$ cat src/rtl/glb_rdport_fetch_pkg.sv
// Shared types and constants for the GLB read-port fetch engine.
package glb_rdport_fetch_pkg;

  typedef enum logic [1:0] {
    ST_IDLE  = 2'd0,
    ST_ISSUE = 2'd1,
    ST_DRAIN = 2'd2
  } fetch_state_t;

  localparam int DEFAULT_FIFO_DEPTH = 4;

  // Credit counters must represent 0..FIFO_DEPTH inclusive.
  function automatic int credit_width(input int depth);
    return $clog2(depth) + 1;
  endfunction

  localparam int DEFAULT_CREDIT_W = credit_width(DEFAULT_FIFO_DEPTH);

endpackage

$ cat src/rtl/sync_fifo_sa.sv
// Show-ahead synchronous FIFO: dout always presents the head entry.
module sync_fifo_sa #(
  parameter int DATA_WIDTH = 256,
  parameter int FIFO_DEPTH = 4
) (
  input  logic                        clk,
  input  logic                        rst_n,
  input  logic                        push,
  input  logic [DATA_WIDTH-1:0]       din,
  output logic                        full,
  input  logic                        pop,
  output logic [DATA_WIDTH-1:0]       dout,
  output logic                        empty,
  output logic [$clog2(FIFO_DEPTH):0] count
);

  localparam int PW = $clog2(FIFO_DEPTH);
  localparam logic [PW:0] FULL_COUNT = (PW+1)'(FIFO_DEPTH);

  logic [DATA_WIDTH-1:0] mem [FIFO_DEPTH];
  logic [PW-1:0]         wr_ptr;
  logic [PW-1:0]         rd_ptr;
  logic                  do_push;
  logic                  do_pop;

  assign empty   = (count == '0);
  assign full    = (count == FULL_COUNT);
  assign do_pop  = pop & ~empty;
  // A pop frees the slot in the same cycle, so a full FIFO can still accept.
  assign do_push = push & (~full | do_pop);
  assign dout    = mem[rd_ptr];

  // Storage, pointers and occupancy; pointers wrap because depth is a power of 2.
  always_ff @(posedge clk or negedge rst_n) begin
    if (!rst_n) begin
      for (int i = 0; i < FIFO_DEPTH; i++) mem[i] <= '0;
      wr_ptr <= '0;
      rd_ptr <= '0;
      count  <= '0;
    end else begin
      if (do_push) begin
        mem[wr_ptr] <= din;
        wr_ptr      <= wr_ptr + PW'(1);
      end
      if (do_pop) rd_ptr <= rd_ptr + PW'(1);
      case ({do_push, do_pop})
        2'b10:   count <= count + (PW+1)'(1);
        2'b01:   count <= count - (PW+1)'(1);
        default: count <= count;
      endcase
    end
  end

endmodule

$ cat src/rtl/glb_rdport_fetch.sv
// GLB read-port initiator: strided address generation, credit-limited
// issue and a show-ahead return buffer feeding a compute consumer.
//
// state    | meaning
// ST_IDLE  | waiting for a configuration, CfgRdy high
// ST_ISSUE | sending addresses, gated by return-buffer credit
// ST_DRAIN | all addresses sent, waiting for the last word to be popped
module glb_rdport_fetch
  import glb_rdport_fetch_pkg::*;
#(
  parameter int ADDR_WIDTH = 16,
  parameter int DATA_WIDTH = 256,
  parameter int NUM_WIDTH  = 16,
  parameter int FIFO_DEPTH = 4
) (
  input  logic                  clk,
  input  logic                  rst_n,
  input  logic                  CfgVld,
  output logic                  CfgRdy,
  input  logic [ADDR_WIDTH-1:0] CfgBaseAddr,
  input  logic [ADDR_WIDTH-1:0] CfgStride,
  input  logic [NUM_WIDTH-1:0]  CfgNum,
  output logic [ADDR_WIDTH-1:0] RdPortAddr,
  output logic                  RdPortAddrVld,
  input  logic                  RdPortAddrRdy,
  input  logic [DATA_WIDTH-1:0] RdPortDat,
  input  logic                  RdPortDatVld,
  output logic                  RdPortDatRdy,
  output logic [DATA_WIDTH-1:0] OutDat,
  output logic                  OutDatVld,
  input  logic                  OutDatRdy,
  output logic                  Busy,
  output logic                  Done
);

  localparam int CW = credit_width(FIFO_DEPTH);
  localparam logic [CW-1:0] DEPTH_C = CW'(FIFO_DEPTH);

  fetch_state_t          state;
  logic [ADDR_WIDTH-1:0] stride;
  logic [NUM_WIDTH-1:0]  num;
  logic [NUM_WIDTH-1:0]  issued;
  logic [NUM_WIDTH-1:0]  popped;
  logic [NUM_WIDTH-1:0]  issued_next;
  logic [NUM_WIDTH-1:0]  popped_next;
  logic [CW-1:0]         inflight;
  logic [CW-1:0]         fifo_count;
  logic [CW-1:0]         credit;
  logic                  fifo_full;
  logic                  fifo_empty;
  logic                  cfg_hs;
  logic                  addr_hs;
  logic                  dat_hs;
  logic                  out_hs;

  assign CfgRdy      = (state == ST_IDLE);
  assign Busy        = (state != ST_IDLE);
  assign credit      = inflight + fifo_count;
  // Credit only ever drops while Vld is waiting, so Vld cannot fall without a handshake.
  assign RdPortAddrVld = (state == ST_ISSUE) && (credit < DEPTH_C);
  assign RdPortDatRdy  = ~fifo_full;
  assign OutDatVld     = ~fifo_empty;

  assign cfg_hs  = CfgVld & CfgRdy;
  assign addr_hs = RdPortAddrVld & RdPortAddrRdy;
  assign dat_hs  = RdPortDatVld & RdPortDatRdy;
  assign out_hs  = OutDatVld & OutDatRdy;

  assign issued_next = issued + NUM_WIDTH'(1);
  assign popped_next = popped + NUM_WIDTH'(1);

  sync_fifo_sa #(
    .DATA_WIDTH (DATA_WIDTH),
    .FIFO_DEPTH (FIFO_DEPTH)
  ) u_fifo (
    .clk   (clk),
    .rst_n (rst_n),
    .push  (dat_hs),
    .din   (RdPortDat),
    .full  (fifo_full),
    .pop   (out_hs),
    .dout  (OutDat),
    .empty (fifo_empty),
    .count (fifo_count)
  );

  // Sequencer: configuration latch, address generator and word counters.
  always_ff @(posedge clk or negedge rst_n) begin
    if (!rst_n) begin
      state      <= ST_IDLE;
      RdPortAddr <= '0;
      stride     <= '0;
      num        <= '0;
      issued     <= '0;
      popped     <= '0;
      Done       <= 1'b0;
    end else begin
      Done <= 1'b0;
      case (state)
        ST_IDLE: begin
          if (cfg_hs) begin
            if (CfgNum == '0) begin
              Done <= 1'b1;
            end else begin
              state      <= ST_ISSUE;
              RdPortAddr <= CfgBaseAddr;
              stride     <= CfgStride;
              num        <= CfgNum;
              issued     <= '0;
              popped     <= '0;
            end
          end
        end
        ST_ISSUE: begin
          if (addr_hs) begin
            RdPortAddr <= RdPortAddr + stride;
            issued     <= issued_next;
            if (issued_next == num) state <= ST_DRAIN;
          end
          // The final pop cannot land here: its address must already be issued.
          if (out_hs) popped <= popped_next;
        end
        ST_DRAIN: begin
          if (out_hs) begin
            popped <= popped_next;
            if (popped_next == num) begin
              state <= ST_IDLE;
              Done  <= 1'b1;
            end
          end
        end
        default: state <= ST_IDLE;
      endcase
    end
  end

  // Outstanding GLB requests; the net of issue and return in one cycle.
  always_ff @(posedge clk or negedge rst_n) begin
    if (!rst_n) begin
      inflight <= '0;
    end else begin
      case ({addr_hs, dat_hs})
        2'b10:   inflight <= inflight + CW'(1);
        2'b01:   if (inflight != '0) inflight <= inflight - CW'(1);
        default: inflight <= inflight;
      endcase
    end
  end

endmodule

$ cat config.mk
export PLATFORM = sky130hd
export DESIGN_NAME = glb_rdport_fetch
export DESIGN_NICKNAME = d
export VERILOG_FILES = /design/src/rtl/glb_rdport_fetch_pkg.sv /design/src/rtl/sync_fifo_sa.sv /design/src/rtl/glb_rdport_fetch.sv
export SDC_FILE = /design/constraint.sdc
export NUM_CORES = 1
export LEC_CHECK = 0
export BUFFER_PORTS_ARGS = -buffer_cell sky130_fd_sc_hd__buf_4
export CAP_MARGIN = 20
export CORE_MARGIN = 2
export CORE_UTILIZATION = 44
export DETAILED_ROUTE_END_ITERATION = 8
export PLACE_DENSITY = 0.59
export SYNTH_ARGS = -nofsm -noshare
export SYNTH_HDL_FRONTEND = slang
export SYNTH_HIERARCHICAL = 1
export SYNTH_SLANG_ARGS = --single-unit
$ cat constraint.sdc
create_clock -name clk -period 5 [get_ports clk]
set_clock_uncertainty 0.1 [all_clocks]
set_input_delay 0.75 -clock clk [delete_from_list [all_inputs] [get_ports clk]]
set_output_delay 0.75 -clock clk [all_outputs]
set_load 0.1 [all_outputs]
Word level (Yosys, flattened, before mapping)
Index checks and enable logic that the tools add are counted.
Word-level totals
  output and inout bits: 278
  bits of input ports: 310
  register bits after elaboration: 1117
  logic and storage cells: 106
Cells by class
  magnitude comparators: 4
  bitwise gates (word level): 12
  reduce and logical (&&, ||, !) cells: 17
  $add $sub $neg: 10
  muxes and demuxes: 31
  equal/unequal tests: 17
Operators by type and width (number)
  1024-bit bitwise mux: 1
  256-bit two-way mux: 3
  256-bit binary-select mux with 2-bit select: 1
  256-bit demux with 2-bit select: 1
  16-bit two-way mux: 7
  16-bit one-hot mux with 2 select lines: 3
  16-bit by 1-bit adder with 16-bit output (second input constant): 2
  16-bit == test: 2
  16-bit adder: 1
  16-bit logical NOT: 1
  2-bit two-way mux: 6
  3-bit one-hot mux with 2 select lines: 2
  2-bit nonzero test: 5
  2-bit by 1-bit inequality test with 1-bit output (second input constant): 4
  2-bit inequality test (second input constant): 4
  4-bit AND reduction: 2
  3-bit by 1-bit adder with 3-bit output (second input constant): 2
  1-bit bitwise AND: 6
  2-bit by 1-bit == test with 1-bit output (second input constant): 3
  2-bit == test (second input constant): 3
  3-bit greater-or-equal comparator (second input constant): 2
  2-bit inverter with 3-bit output: 2
  2-bit one-hot mux with 3 select lines: 1
  6-bit AND reduction: 1
  18 further kinds: 26

Depth between registers and ports, before layout
Gate-level depths: netlist of run 1.
  word-level depth: 8
  mapped depth: 11
  mapped depth without buffers: 11

Modules after synthesis
Netlist of run 1, hierarchy kept.
By module, submodules not included
  sync_fifo_sa: seq. area each 25799.7 um^2, area each 44735.4 um^2, times used 1, cells an instance 2515
  glb_rdport_fetch: seq. area each 2152.1 um^2, area each 5770.5 um^2, times used 1, cells an instance 619

Least setup slack after synthesis of run 1
No wires, ideal clock.
  path type: reg-to-reg
  start: register state[0]
  end: register RdPortAddr[15]
  stages on the path, launching flop included: 11
  clock period less this slack: 3794 ps
  library setup time: 71 ps
  setup slack: 1206 ps
  arrival time: 3623 ps
  data required time: 4829 ps
  buffers on the path: 2
  cells stage by stage: dfrtp_1 > inv_1 > ha_1 > inv_1 > a21oi_1 > a21o_1 > o21bai_1 > clkbuf_1 > clkbuf_1 > a21oi_1 > nand3_1
On the way
  elaborated cells between the ends (all ways): 11
  those cells by class: 4 x eq/ne; 1 x mux; 2 x bitwise; 4 x reduce/logical
RTL lines
  start, declared: line glb_rdport_fetch.sv:39  | fetch_state_t state;
  start signal, assigned: line glb_rdport_fetch.sv:90  | state <= ST_IDLE;
  start signal, assigned: line glb_rdport_fetch.sv:105  | state <= ST_ISSUE;
  start signal, assigned: line glb_rdport_fetch.sv:118  | if (issued_next == num) state <= ST_DRAIN;
  2-bit logical NOT *: line glb_rdport_fetch.sv:56  | assign CfgRdy = (state == ST_IDLE);
  net CfgRdy: line glb_rdport_fetch.sv:19  | output logic CfgRdy,
  1-bit bitwise AND: line glb_rdport_fetch.sv:64  | assign cfg_hs = CfgVld & CfgRdy;
  2-bit by 1-bit inequality test with 1-bit output (no line)
  4-bit AND reduction (no line)
  end signal, assigned: line glb_rdport_fetch.sv:106  | RdPortAddr <= CfgBaseAddr;
  end signal, assigned: line glb_rdport_fetch.sv:116  | RdPortAddr <= RdPortAddr + stride;
  end, declared: line glb_rdport_fetch.sv:23  | output logic [ADDR_WIDTH-1:0] RdPortAddr,
Mark *: on every way through the listed nets, which the timed path passes. The rest lies on a longest branch.
A chain may end at the register's enable or synchronous reset.

Worst setup path in the final report of run 1
  start: register u_fifo.rd_ptr[0]
  end: output OutDat[166]
On the way
  cells in the longest elaborated chain, start to end: 4
Ends and longest elaborated chain
  start, declared: line sync_fifo_sa.sv:22  | logic [PW-1:0] rd_ptr;
  start signal, assigned: line sync_fifo_sa.sv:45  | if (do_pop) rd_ptr <= rd_ptr + PW'(1);
  2-bit inverter with 3-bit output (not written as such): line sync_fifo_sa.sv:31  | assign dout = mem[rd_ptr];
  256-bit binary-select mux with 2-bit select: line sync_fifo_sa.sv:31
  256-bit two-way mux (not written as such) (2 in series): line sync_fifo_sa.sv:31
  end, declared: line glb_rdport_fetch.sv:29  | output logic [DATA_WIDTH-1:0] OutDat,
No other way between the ends. The select of a mux whose other input is x is not followed.

==> summary.txt, run 1 <==
Logic synthesis
  – Ys async rst share: 1.00
  – Yosys warns: 6
  – Mean Syn Cell Area: 16.1 um^2
  – Synth Instances: 3134
  – Register bit total from synthesis: 1117
  – Mapped Area: 0.0505 mm^2
  – Syn nets: 3473
  – Sequential fraction of the synthesis area: 0.553
  – Most used flip-flop cell after synthesis: dfrtp_1
  – Post-synth EDFFs: 0
  – Distinct cells, synth: 73

STA
  – Hold Worst Slack: 8.67 ps
  – Max Fclk: 251 MHz
  – Setup ws final: 1020 ps
  – Final setup viols: 0
  – Worst-Margin Slew: 1290 ps
  – Minimum clock period: 3980 ps
  – Crit share post-route: 0.796
  – Fin. max-slew vios: 0
  – Final TNS setup: 0 ps
  – Slew headroom: 0.141
  – RSZ-0062 raised after global routing: no
  – Hold Vio Cnt, Final: 0

Detailed routing
  – DR DRC count: 0
  – Routed WL: 128 mm
  – Via count: 29300
  – Antenna viol nets, final: 0
  – Detailed Routing Iterations Pass 1: 5
  – Routed len/inst: 24.0 um
  – Iter 0 DRT Violations: 1344
  – Vias/cell: 5.48

Clocking
  – Hold_buf cts: 0
  – Max Buffers Root-to-Sink: 3
  – Post-CTS Repair Setup Buffers: 0
  – CTS-repair resized insts: 0
  – Worst-path clk slew: 60 ps
  – CTS root buf: clkbuf_16
  – CTS sink cnt: 1117
  – CTS tree: yes
  – Inserted Clock Buffers: 120
  – Worst skew pair latency: 700 ps
  – H-tree depth: 3

Min path
  – Min-delay worst type: primary input to asynchronous set/reset pin

Floorplanning
  – Initial Util: 0.443
  – IO Count: 588
  – Die width: 343 um
  – Die area: 0.118 mm^2
  – Core Rows: 124
  – Core Region: 0.114 mm^2
  – Die Y: 343 um

Setup path
  – Critical path fanouts, max: 39
  – CP Class: register to output pin
  – CP Cell Sequence: buf_12 -> mux4_2 -> buf_4
  – Required @ worst endpoint: 4150 ps
  – Kind of cell adding the most delay to the critical path: flip-flops
  – Crit end category: output pin
  – Slowest CP cell: dfrtp_4
  – Max stage delay on crit path: 1120 ps
  – Startpoint types: register
  – CP arrival: 3130 ps
  – Buffers & Inverters on Critical Path: 2

Global route
  – Aggregate global-route resource usage: 0.219
  – Remaining global-route overflow: 0
  – Initial antenna violation count: 37
  – First-pass GRT wire length: 199 mm
  – Gr busiest metal: met2
  – Met2 Use GR: 0.364
  – M1 GR Usage: 0.269
  – Vias in the first global route: 33500
  – Grt met3 use: 0.0648
  – Pin count of the biggest net entering global routing: 146

Placed design
  – Dpl ws: 1540 ps
  – PortBufs: 587
  – DP HPWL: 85.0 mm
  – RePlAce Congestion: 0.844

Cells and area
  – Final net count: 4044
  – Area grow syn2layout: 19.9%
  – Share of layout cells above drive strength 1: 0.567
  – Final cell utilization of the core: 0.531

Run
  – Max-cap violations: 0

Outcome
  – Status: finished, final reports clean
[registers in the layout, summed over array words and instances (netlist names)]
register       cells
u_fifo/mem      1024
RdPortAddr        16
issued            16
num               16
popped            16
stride            16
inflight           3
u_fifo/count       3
state              2
u_fifo/rd_ptr      2
u_fifo/wr_ptr      2
Done               1
[kinds of logic (layout without fill, tap and decap cells)]
logic type	after synthesis	in the layout	share of synthesized area
multiplexers	1334	1334	0.354
flip-flops	1117	1117	0.553
buffers and inverters	231	908	0.0329
AND/OR/NAND/NOR	215	215	0.0218
AO/OA/AOI/OAI	149	149	0.0194
XOR/XNOR	59	59	0.0108
adder cells (fa/ha/maj)	29	29	0.00763
other	0	19	0
[through the flow]
step | cells | cell area, um^2
2_1_floorplan | 3134 | 50500
3_3_place_gp | 5095 | 56200
3_5_place_dp | 5095 | 56200
4_1_cts | 5323 | 60500
5_1_grt | 5340 | 60500
6_report | 5342 | 60600
[layout by cell type (no fill, tap or decap), types with 7 or more instances in the layout]
master	synthesis	final
ha_1	26	25
o21ai_1	24	24
nand4_1	12	12
nand2b_1	10	10
buf_4	25	616
bufinv_16	0	14
o31ai_1	15	15
a22o_1	13	13
nor3_1	20	20
xnor2_1	35	35
nor4_1	7	7
clkbuf_1	43	24
xor2_1	22	22
inv_1	26	26
a21oi_1	25	25
a21o_1	9	9
nor2b_1	9	8
o21ai_0	26	26
mux2_2	1025	1025
clkbuf_8	0	34
mux2_1	31	31
diode_2	0	19
clkinv_2	0	26
dfrtp_1	1117	1115
nand2_1	54	54
mux4_2	256	256
clkbuf_16	0	122
nand3_1	26	26
mux2i_1	21	21
nor2_1	43	39
buf_12	0	35
[Yosys cell counts, drive strengths merged (2+ instances only)]
master	instances	area, um^2
a211o	2	17.5
a211oi	3	27.5
a21boi	2	18.8
a21o	10	76.3
a21oi	25	125
a22o	14	124
a31oi	4	25.0
and2	6	37.5
and3	4	25.0
and4	2	17.5
buf	160	1400
clkbuf	43	161
dfrtp	1117	28000
fa	3	60.1
ha	26	325
inv	27	101
mux2	1057	11900
mux2i	21	210
mux4	256	5770
nand2	54	203
nand2b	10	62.6
nand3	27	140
nand4	13	87.6
nor2	43	161
nor2b	9	56.3
nor3	20	100
nor4	8	56.3
o2111ai	2	17.5
o211ai	3	22.5
o21a	2	15.0
o21ai	50	250
o21bai	3	22.5
o22ai	2	12.5
o311ai	2	17.5
o31ai	15	113
o41ai	2	17.5
or3	7	45.1
or4	7	56.3
xnor2	37	350
xor2	22	193
[worst paths after layout]
kind	startpoint	endpoint	slack [ps]	cells past startpoint
setup / recovery	u_fifo/rd_ptr[0]	OutDat[166]	1020	3
hold / removal	rst_n	u_fifo/mem[600]	9	1
setup reg to reg	u_fifo/count[0]	u_fifo/mem[624]	1570	7
hold reg to reg	stride[10]	stride[10]	390	1
max in group asynchronous	rst_n	u_fifo/mem[425]	3360	3
min in group clk	CfgStride[12]	stride[12]	160	2
[metal layers]
| metal | vias to the layer above | share of wire |
|---|---|---|
| met5 | - | 0.0018 |
| met2 | 662 | 0.50 |
| li1 | 12800 | - |
| met3 | 232 | 0.068 |
| met1 | 15600 | 0.40 |
| met4 | 36 | 0.034 |
[cell type report]
cell class,instances,area [um^2]
antenna,19,47.5
tap,1512,1890
sequential,1117,28000
clock inverter,48,653
fill,9321,53500
timing repair buffer,652,5340
multi-input combinational,1786,20900
inverter,28,105
clock buffer,180,3610
Power of run 1 is left out: the tool's default activity adds up to more than one toggle a clock period on the data nets, which glitch-free logic cannot reach.
==> run 2, diff against run 1 <==
- clock period: 5 -> 3.7 ns (I/O delays scaled with it)
==> run 2 against run 1 <==
Compared with the run above: utilization rose by 2.6 points; global-route usage rose by 0.30 points; via count rose by 4.5%; setup slack worse by 780 ps; flip-flop and latch count did not move; register-to-register slack worse by 1200 ps; hold slack better by 50 ps; final cell count grew 5.8%; final area rose by 5.0%; largest cell class unchanged; highest routed layer unchanged.
==> summary.txt, run 2 (synthesis gave the netlist of run 1 again) <==
STA
  – Worst-Margin Slew: 866 ps (-422 ps)
  – Crit share post-route: 0.934
  – Minimum clock period: 3450 ps
  – Final setup viols: 0 (unchanged)
  – RSZ-0062 raised after global routing: no
  – Setup ws final: 246 ps (-777 ps)
  – Max Fclk: 289 MHz
  – Hold Vio Cnt, Final: 0 (unchanged)
  – Fin. max-slew vios: 0 (unchanged)
  – Slew headroom: 0.423 (+0.282)
  – Final TNS setup: 0 ps (unchanged)

Setup path
  – Crit end category: output pin
  – Reg2reg end: state[0]
  – Critical path fanouts, max: 20 (-49%)
  – Startpoint types: register
  – Worst Reg-to-Reg Cells: 8 (+1)
  – Flop-to-flop setup slack: 380 ps (-1190 ps)
  – CP arrival: 2800 ps (-330 ps)
  – CP Class: register to output pin
  – Required @ worst endpoint: 3040 ps (-1110 ps)
  – Reg-to-Reg Start: issued[8]

Detailed routing
  – Via count: 30600 (+4.5%)
  – Detailed Routing Iterations Pass 1: 5 (unchanged)
  – Antenna viol nets, final: 0 (unchanged)
  – Iter 0 DRT Violations: 1388 (+3.3%)
  – Routed WL: 130 mm (+1.4%)
  – Routed len/inst: 23.0 um (-4.1%)
  – DR DRC count: 0 (unchanged)
  – Vias/cell: 5.42 (-1.2%)

Clocking
  – CTS sink cnt: 1117 (unchanged)
  – CTS tree: yes
  – CTS root buf: clkbuf_16
  – Post-CTS Repair Setup Buffers: 0 (unchanged)
  – Worst-path clk slew: 60 ps (about the same)
  – Inserted Clock Buffers: 120 (unchanged)
  – Worst skew pair latency: 720 ps (+20 ps)
  – Max Buffers Root-to-Sink: 3 (unchanged)
  – H-tree depth: 3 (unchanged)
  – CTS-repair resized insts: 0 (unchanged)
  – Hold_buf cts: 302 (+302)

Run
  – Max-cap violations: 0 (unchanged)

Placed design
  – Placed Instance Area: 0.0565 mm^2 (+0.48%)
  – Post-Place Cells: 5122 (+0.53%)
  – RePlAce Congestion: 0.819 (-3.0%)
  – DP HPWL: 87.7 mm (+3.2%)
  – Dpl ws: 421 ps (-1120 ps)
  – PortBufs: 587 (unchanged)

Min path
  – Hold Path End: RdPortAddr[11]
  – Min-delay worst type: primary input to register
  – Min-Delay Startpoint: CfgBaseAddr[11]
  – Hold Path Depth: 3

Floorplanning
  – Core Region: 0.114 mm^2 (unchanged)
  – Die Y: 343 um (unchanged)
  – Core Rows: 124 (unchanged)
  – Initial Util: 0.443 (unchanged)
  – Die width: 343 um (unchanged)
  – IO Count: 588 (unchanged)
  – Die area: 0.118 mm^2 (unchanged)

Global route
  – Pin count of the biggest net entering global routing: 113 (-23%)
  – Remaining global-route overflow: 0 (unchanged)
  – Initial antenna violation count: 21 (-43%)
  – Vias in the first global route: 34800 (+3.9%)
  – First-pass GRT wire length: 203 mm (+2.1%)
  – Aggregate global-route resource usage: 0.222 (+0.00304)

Cells and area
  – Multi-input logic area: 0.0209 mm^2 (about the same)
  – Area grow syn2layout: 25.8%
  – Commonest non-fill, non-tap cell in the layout: dfrtp_1
  – FILL cells: 9091 (-2.5%)
  – Most frequent cells in the layout: dfrtp_1 (1115), mux2_2 (1025), buf_4 (638)
  – Final non-filler cell total: 5651 (+5.8%)
  – Share of layout cells above drive strength 1: 0.527 (-0.0395)
  – Biggest register: u_fifo/mem
  – Final instance area: 0.0636 mm^2 (+5.0%)
  – Final net count: 4374 (+8.2%)
  – Max reg flops: 1024 (unchanged)
  – FF/Latch Area: 0.0280 mm^2 (unchanged)

Outcome
  – Status: finished, final reports clean
==> run 2: critical path: stages, from the launching register on <==
cell and delay (ps):
dfrtp_4 770, buf_4 450, mux4_2 590, buf_4 260
==> run 2: layout make-up <==
type                    instances  share of cell area
diodes                         14            0.000551
clock buffers                 171              0.0552
clock inverters                41             0.00736
inverters                      28             0.00165
multi-input cells            1786               0.330
flip-flops and latches       1117               0.440
well taps                    1512              0.0298
repair buffers                982               0.136
==> run 2: worst max-delay path by stage <==
stage	startpoint	depth (start not counted)	slack (ps)	end
finish	u_fifo/rd_ptr[0]	3	250	OutDat[10]
global route	u_fifo/rd_ptr[0]	3	70	OutDat[62]
CTS	u_fifo/rd_ptr[0]	3	100	OutDat[236]
detailed placement	issued[0]	9	420	state[0]
global placement	issued[6]	8	360	state[0]
floorplan	state[0]	10	390	RdPortAddr[15]
==> run 2: per-layer routing <==
| metal | part of all wire | routed length, um | global-route usage | vias up |
|---|---|---|---|---|
| li1 | - | - | - | 13500 |
| met1 | 0.40 | 52500 | 0.276 | 16200 |
| met2 | 0.50 | 65400 | 0.375 | 641 |
| met3 | 0.052 | 6730 | 0.0511 | 262 |
| met4 | 0.042 | 5400 | 0.0907 | 18 |
| met5 | 0.00083 | 108 | 0 | - |
==> run 2: per-stage QoR <==
step           hold WS [ps]  utilization
2_1_floorplan           159            -
3_3_place_gp            378        0.496
3_5_place_dp            385        0.496
4_1_cts                2.14        0.557
5_1_grt                61.6        0.557
6_report               58.3        0.557
Power of run 2 is left out for the same reason.
